`config.mk`:
```
export PLATFORM = sky130hd
export DESIGN_NAME = off_on_timer
export DESIGN_NICKNAME = d
export VERILOG_FILES = /design/src/rtl/off_on_timer.sv
export SDC_FILE = /design/constraint.sdc
export NUM_CORES = 1
export LEC_CHECK = 0
export CORE_UTILIZATION = 56
export DETAILED_ROUTE_END_ITERATION = 7
export DONT_BUFFER_PORTS = 1
export PLACE_DENSITY = 0.72
export SYNTH_ARGS = -nofsm -noshare
export SYNTH_HDL_FRONTEND = slang
export SYNTH_SLANG_ARGS = --single-unit
```
`constraint.sdc`:
```
create_clock -name clk_sys -period 6.85 [get_ports clk_sys]
set_input_delay 1.37 -clock clk_sys [delete_from_list [all_inputs] [get_ports clk_sys]]
set_output_delay 1.37 -clock clk_sys [all_outputs]
set_load 0.01 [all_outputs]
```
`src/rtl/off_on_timer.sv`:
```
// rtl/off_on_timer.sv - on-window timer driving a downstream on/off stage (IDLE/RUN/STOP/REL).
// Optional STOP watchdog enabled by defining OFF_ON_TIMEOUT_EN.
module off_on_timer #(
    parameter int DUR_W  = 16,
    parameter int TO_CYC = 255
) (
    input  logic             clk_sys,
    input  logic             rst_n,
    input  logic             start,
    input  logic [DUR_W-1:0] dur,
    input  logic             abort,
    input  logic             state_over,
    output logic [1:0]       i_out,
    output logic             busy,
    output logic             done,
    output logic             err
);

    typedef enum logic [1:0] {
        IDLE = 2'd0,
        RUN  = 2'd1,
        STOP = 2'd2,
        REL  = 2'd3
    } state_t;

    state_t           state;
    logic [DUR_W-1:0] cnt;

`ifdef OFF_ON_TIMEOUT_EN
    localparam int WD_W = (TO_CYC < 2) ? 1 : $clog2(TO_CYC + 1);
    logic [WD_W-1:0] wd;
    logic            err_q;
    assign err = err_q;
`else
    assign err = 1'b0;
`endif

    always_ff @(posedge clk_sys) begin
        if (!rst_n) begin
            state <= IDLE;
            cnt   <= '0;
            i_out <= 2'b00;
            busy  <= 1'b0;
            done  <= 1'b0;
`ifdef OFF_ON_TIMEOUT_EN
            wd    <= '0;
            err_q <= 1'b0;
`endif
        end else begin
            done <= 1'b0;
`ifdef OFF_ON_TIMEOUT_EN
            err_q <= 1'b0;
`endif
            case (state)
                IDLE: begin
                    if (start && dur != '0) begin
                        state <= RUN;
                        cnt   <= dur;
                        i_out <= 2'b01;
                        busy  <= 1'b1;
                    end
                end
                RUN: begin
                    // Leaving at count 1 keeps the window exactly dur cycles and the counter off zero.
                    if (abort || cnt == DUR_W'(1)) begin
                        state <= STOP;
                        i_out <= 2'b11;
`ifdef OFF_ON_TIMEOUT_EN
                        wd    <= '0;
`endif
                    end else begin
                        cnt <= cnt - 1'b1;
                    end
                end
                STOP: begin
                    if (!state_over) begin
                        state <= REL;
                        i_out <= 2'b00;
                        done  <= 1'b1;
                    end
`ifdef OFF_ON_TIMEOUT_EN
                    else if (wd == WD_W'(TO_CYC - 1)) begin
                        state <= REL;
                        i_out <= 2'b00;
                        done  <= 1'b1;
                        err_q <= 1'b1;
                    end else begin
                        wd <= wd + 1'b1;
                    end
`endif
                end
                REL: begin
                    state <= IDLE;
                    busy  <= 1'b0;
                end
                default: begin
                    state <= IDLE;
                    i_out <= 2'b00;
                    busy  <= 1'b0;
                end
            endcase
        end
    end

endmodule

```
==> results.txt <==
# rows: 19
Leakage: 0.573 nW
Final worst slack: 3.88 ns
Req. time, crit path: 7.06 ns
Die area: 3080 um2
Critical path cell sequence: or4_1, o41ai_4, and2_4, nor3_1, a311o_1
Hold Path End: cnt[10]$_SDFFE_PN0P_
CP bufs+invs: 0
Post-synth ARST share: 0
CTS tree: yes
Slew headroom: 0.548
Hold Violations, Final: 0
CP Class: in -> reg
Num CTS Buffers: 3
Detailed-route via count: 1,456
Worst Path Max Fanout: 20
Fin crit share: 0.434
Pwr dens: 530 nW/um2
DR pass1 iterations: 4
Die X: 55.5 um
Power, Total: 0.000855 W
Final slew viol count: 0
Syn_nets: 220
CTS-repair resized insts: 0
Largest net degree at the start of global routing: 34
Worst setup EP type: flip-flop
Post-Syn Area: 1600 um2
GPL Wtd Cong: 0.854
Clk_lat worst skew: 0.30 ns
Antenna fix cells: 0
R2R Setup Slk: 4.51 ns
RR Startpoint: state[1]$_SDFFE_PN0P_
Synth cell types: 53
R2R depth: 7
Syn avg cell area: 8.43 um2
Initial drt markers: 102
Clk slew on worst S/H paths: 0.14 ns
Vert. Die Dim: 55.5 um
Hold depth: 2
Non-Filler Instances: 212
Postcts setup bufs: 0
RSZ-0062 raised after global routing: no
Total GRT Usage: 0.267
Register bit total from synthesis: 22
Residual DRC: 0
R2R Path End: cnt[11]$_SDFFE_PN0P_
Final Critical Period: 2.97 ns
Outcome: finished clean
Pre-CTS setup slack: 3.54 ns
# Max-Cap Violations: 0
Post-Route Skew: 0.0111 ns
CTS Sinks: 22
Synthesis Warnings: 0
Hold WC Path Type: reg -> reg
CP max stage cell: or4_1
DRT antenna net count: 0
Hold Crit Start: cnt[10]$_SDFFE_PN0P_
Wire per inst: 18.7 um
Worst-Margin Slew: 0.677 ns
Drt via density: 6.87
Input/output buffers: 0
Top post-synthesis cells by area: dfxtp_1 (28%), ha_1 (7.0%), mux2i_1 (5.0%), a211oi_1 (3.3%), nor3_1 (2.8%)
Synth top area share: 0.275
Post-synth top flop: dfxtp_1
Clock buffer depth: 2
Critical path launch point type: input pin
Worst setup path startpoint: dur[3]
Area leader, netlist: dfxtp_1
Area delta synth->final: 0.781%
Vias in the first global route: 1,411
Post-Route WL: 3.97 mm
Global route total overflow: 0
Fillers: 266
Layout cells sized above 1: 0.0829
Reg area: 440 um2
Post-CTS Hold Fix Bufs: 0
Placed Cells: 208
Initial antenna violation count: 0
Final setup TNS: 0 ns
Fmax: 337 MHz
Final #Nets: 212
Post-synth EDFFs: 0
Starting Density: 0.586
# setup viols final: 0
Core area: 2730 um2
Worst hold margin: 0.482 ns
I/O Pins: 26
First-pass GRT wire length: 6.74 mm
Critical path's top delay family: simple AND/OR/NAND/NOR gates
Proportion of synthesized chip area in sequential cells: 0.275
Max VDD drop: 309 uV
Synthesized instance count: 190
Multi-input logic area: 1060 um2
H-tree depth: 1
Max incr delay on CP: 0.57 ns
DP HPWL: 2.87 mm
CTS root buffer: clkbuf_4
Critical Path AT: 3.18 ns
metal layers:
metal | up-vias | global-route usage | wire length [um]
li1 | 720 | - | -
met1 | 670 | 0.400 | 1800
met2 | 62 | 0.394 | 1790
met3 | 4 | 0.0468 | 337
met4 | 0 | 0.0679 | 43
met5 | - | 0 | 0
worst reg2reg max path, stage by stage (launching register included):
cell	delay, ns
dfxtp_1	0.44
inv_1	0.11
ha_1	0.22
buf_4	0.26
nand2b_1	0.24
o21ai_1	0.31
nand2_2	0.27
a311o_1	0.40
final cells by class:
type,count,area share
flip-flops and latches,22,0.273
multi-input cells,145,0.655
well taps,31,0.0240
clock buffers,4,0.0225
repair buffers,1,0.00465
inverters,9,0.0209
power by group:
part / switching (W) / total (W) / leakage (nW) / internal [W]
registers: 0.0000694 / 0.000254 / 0.181 / 0.000185
logic: 0.000323 / 0.000528 / 0.371 / 0.000204
clock network: 0.0000406 / 0.0000730 / 0.0210 / 0.0000324
total: 0.000433 / 0.000855 / 0.573 / 0.000422
how the worst max path moves through the flow:
stage                                       to  slack, ns  cells past startpoint
after floorplan           cnt[11]$_SDFFE_PN0P_       3.69                      6
after global placement    cnt[11]$_SDFFE_PN0P_       3.57                      5
after detailed placement  cnt[11]$_SDFFE_PN0P_       3.54                      5
after CTS                 cnt[11]$_SDFFE_PN0P_       3.87                      5
after global routing      cnt[11]$_SDFFE_PN0P_       3.79                      5
final                     cnt[11]$_SDFFE_PN0P_       3.88                      5
flip-flops by register name (all words and copies together) (netlist names):
| name | cells |
|---|---|
| busy | 1 |
| cnt | 16 |
| done | 1 |
| i_out | 2 |
| state | 2 |
synthesized netlist by cell type, drive strengths merged, types with 3 or more instances:
cell / count
clkbuf: 8
a211oi: 7
o31ai: 6
nand3b: 3
buf: 6
nor2: 6
o32ai: 4
nor2b: 3
nand3: 4
dfxtp: 22
a21oi: 8
o21a: 3
nand2: 13
o31a: 3
a31oi: 5
nor3: 10
nand2b: 4
nor4: 5
o311ai: 4
mux2i: 8
ha: 9
or4: 6
o21ai: 7
inv: 9
cells by family (layout without fill, tap and decap cells):
logic type      count (synthesis)  in the layout  share of synthesized area
other cells                     1              1                    0.00234
mux                             9              9                     0.0570
compound gates                 59             59                      0.278
fa+ha+maj                       9              9                     0.0703
buf+inv                        23             14                     0.0648
simple gates                   67             67                      0.252
flops                          22             22                      0.275
cells in the final DEF (no fill, tap or decap), types with 6 or more instances in the layout:
master / instances
a211oi_1: 7
a21oi_1: 8
dfxtp_1: 22
ha_1: 9
inv_1: 9
mux2i_1: 8
nand2_1: 11
nor2_1: 6
nor3_1: 9
o21ai_0: 6
o31ai_1: 6
through the flow:
| step | util | cell area, um2 |
|---|---|---|
| 6_report | 0.590 | 1610 |
| 3_3_place_gp | 0.577 | 1580 |
| 4_1_cts | 0.590 | 1610 |
| 2_1_floorplan | - | 1600 |
| 5_1_grt | 0.590 | 1610 |
| 3_5_place_dp | 0.577 | 1580 |
(Power assumes the default switching activity.)
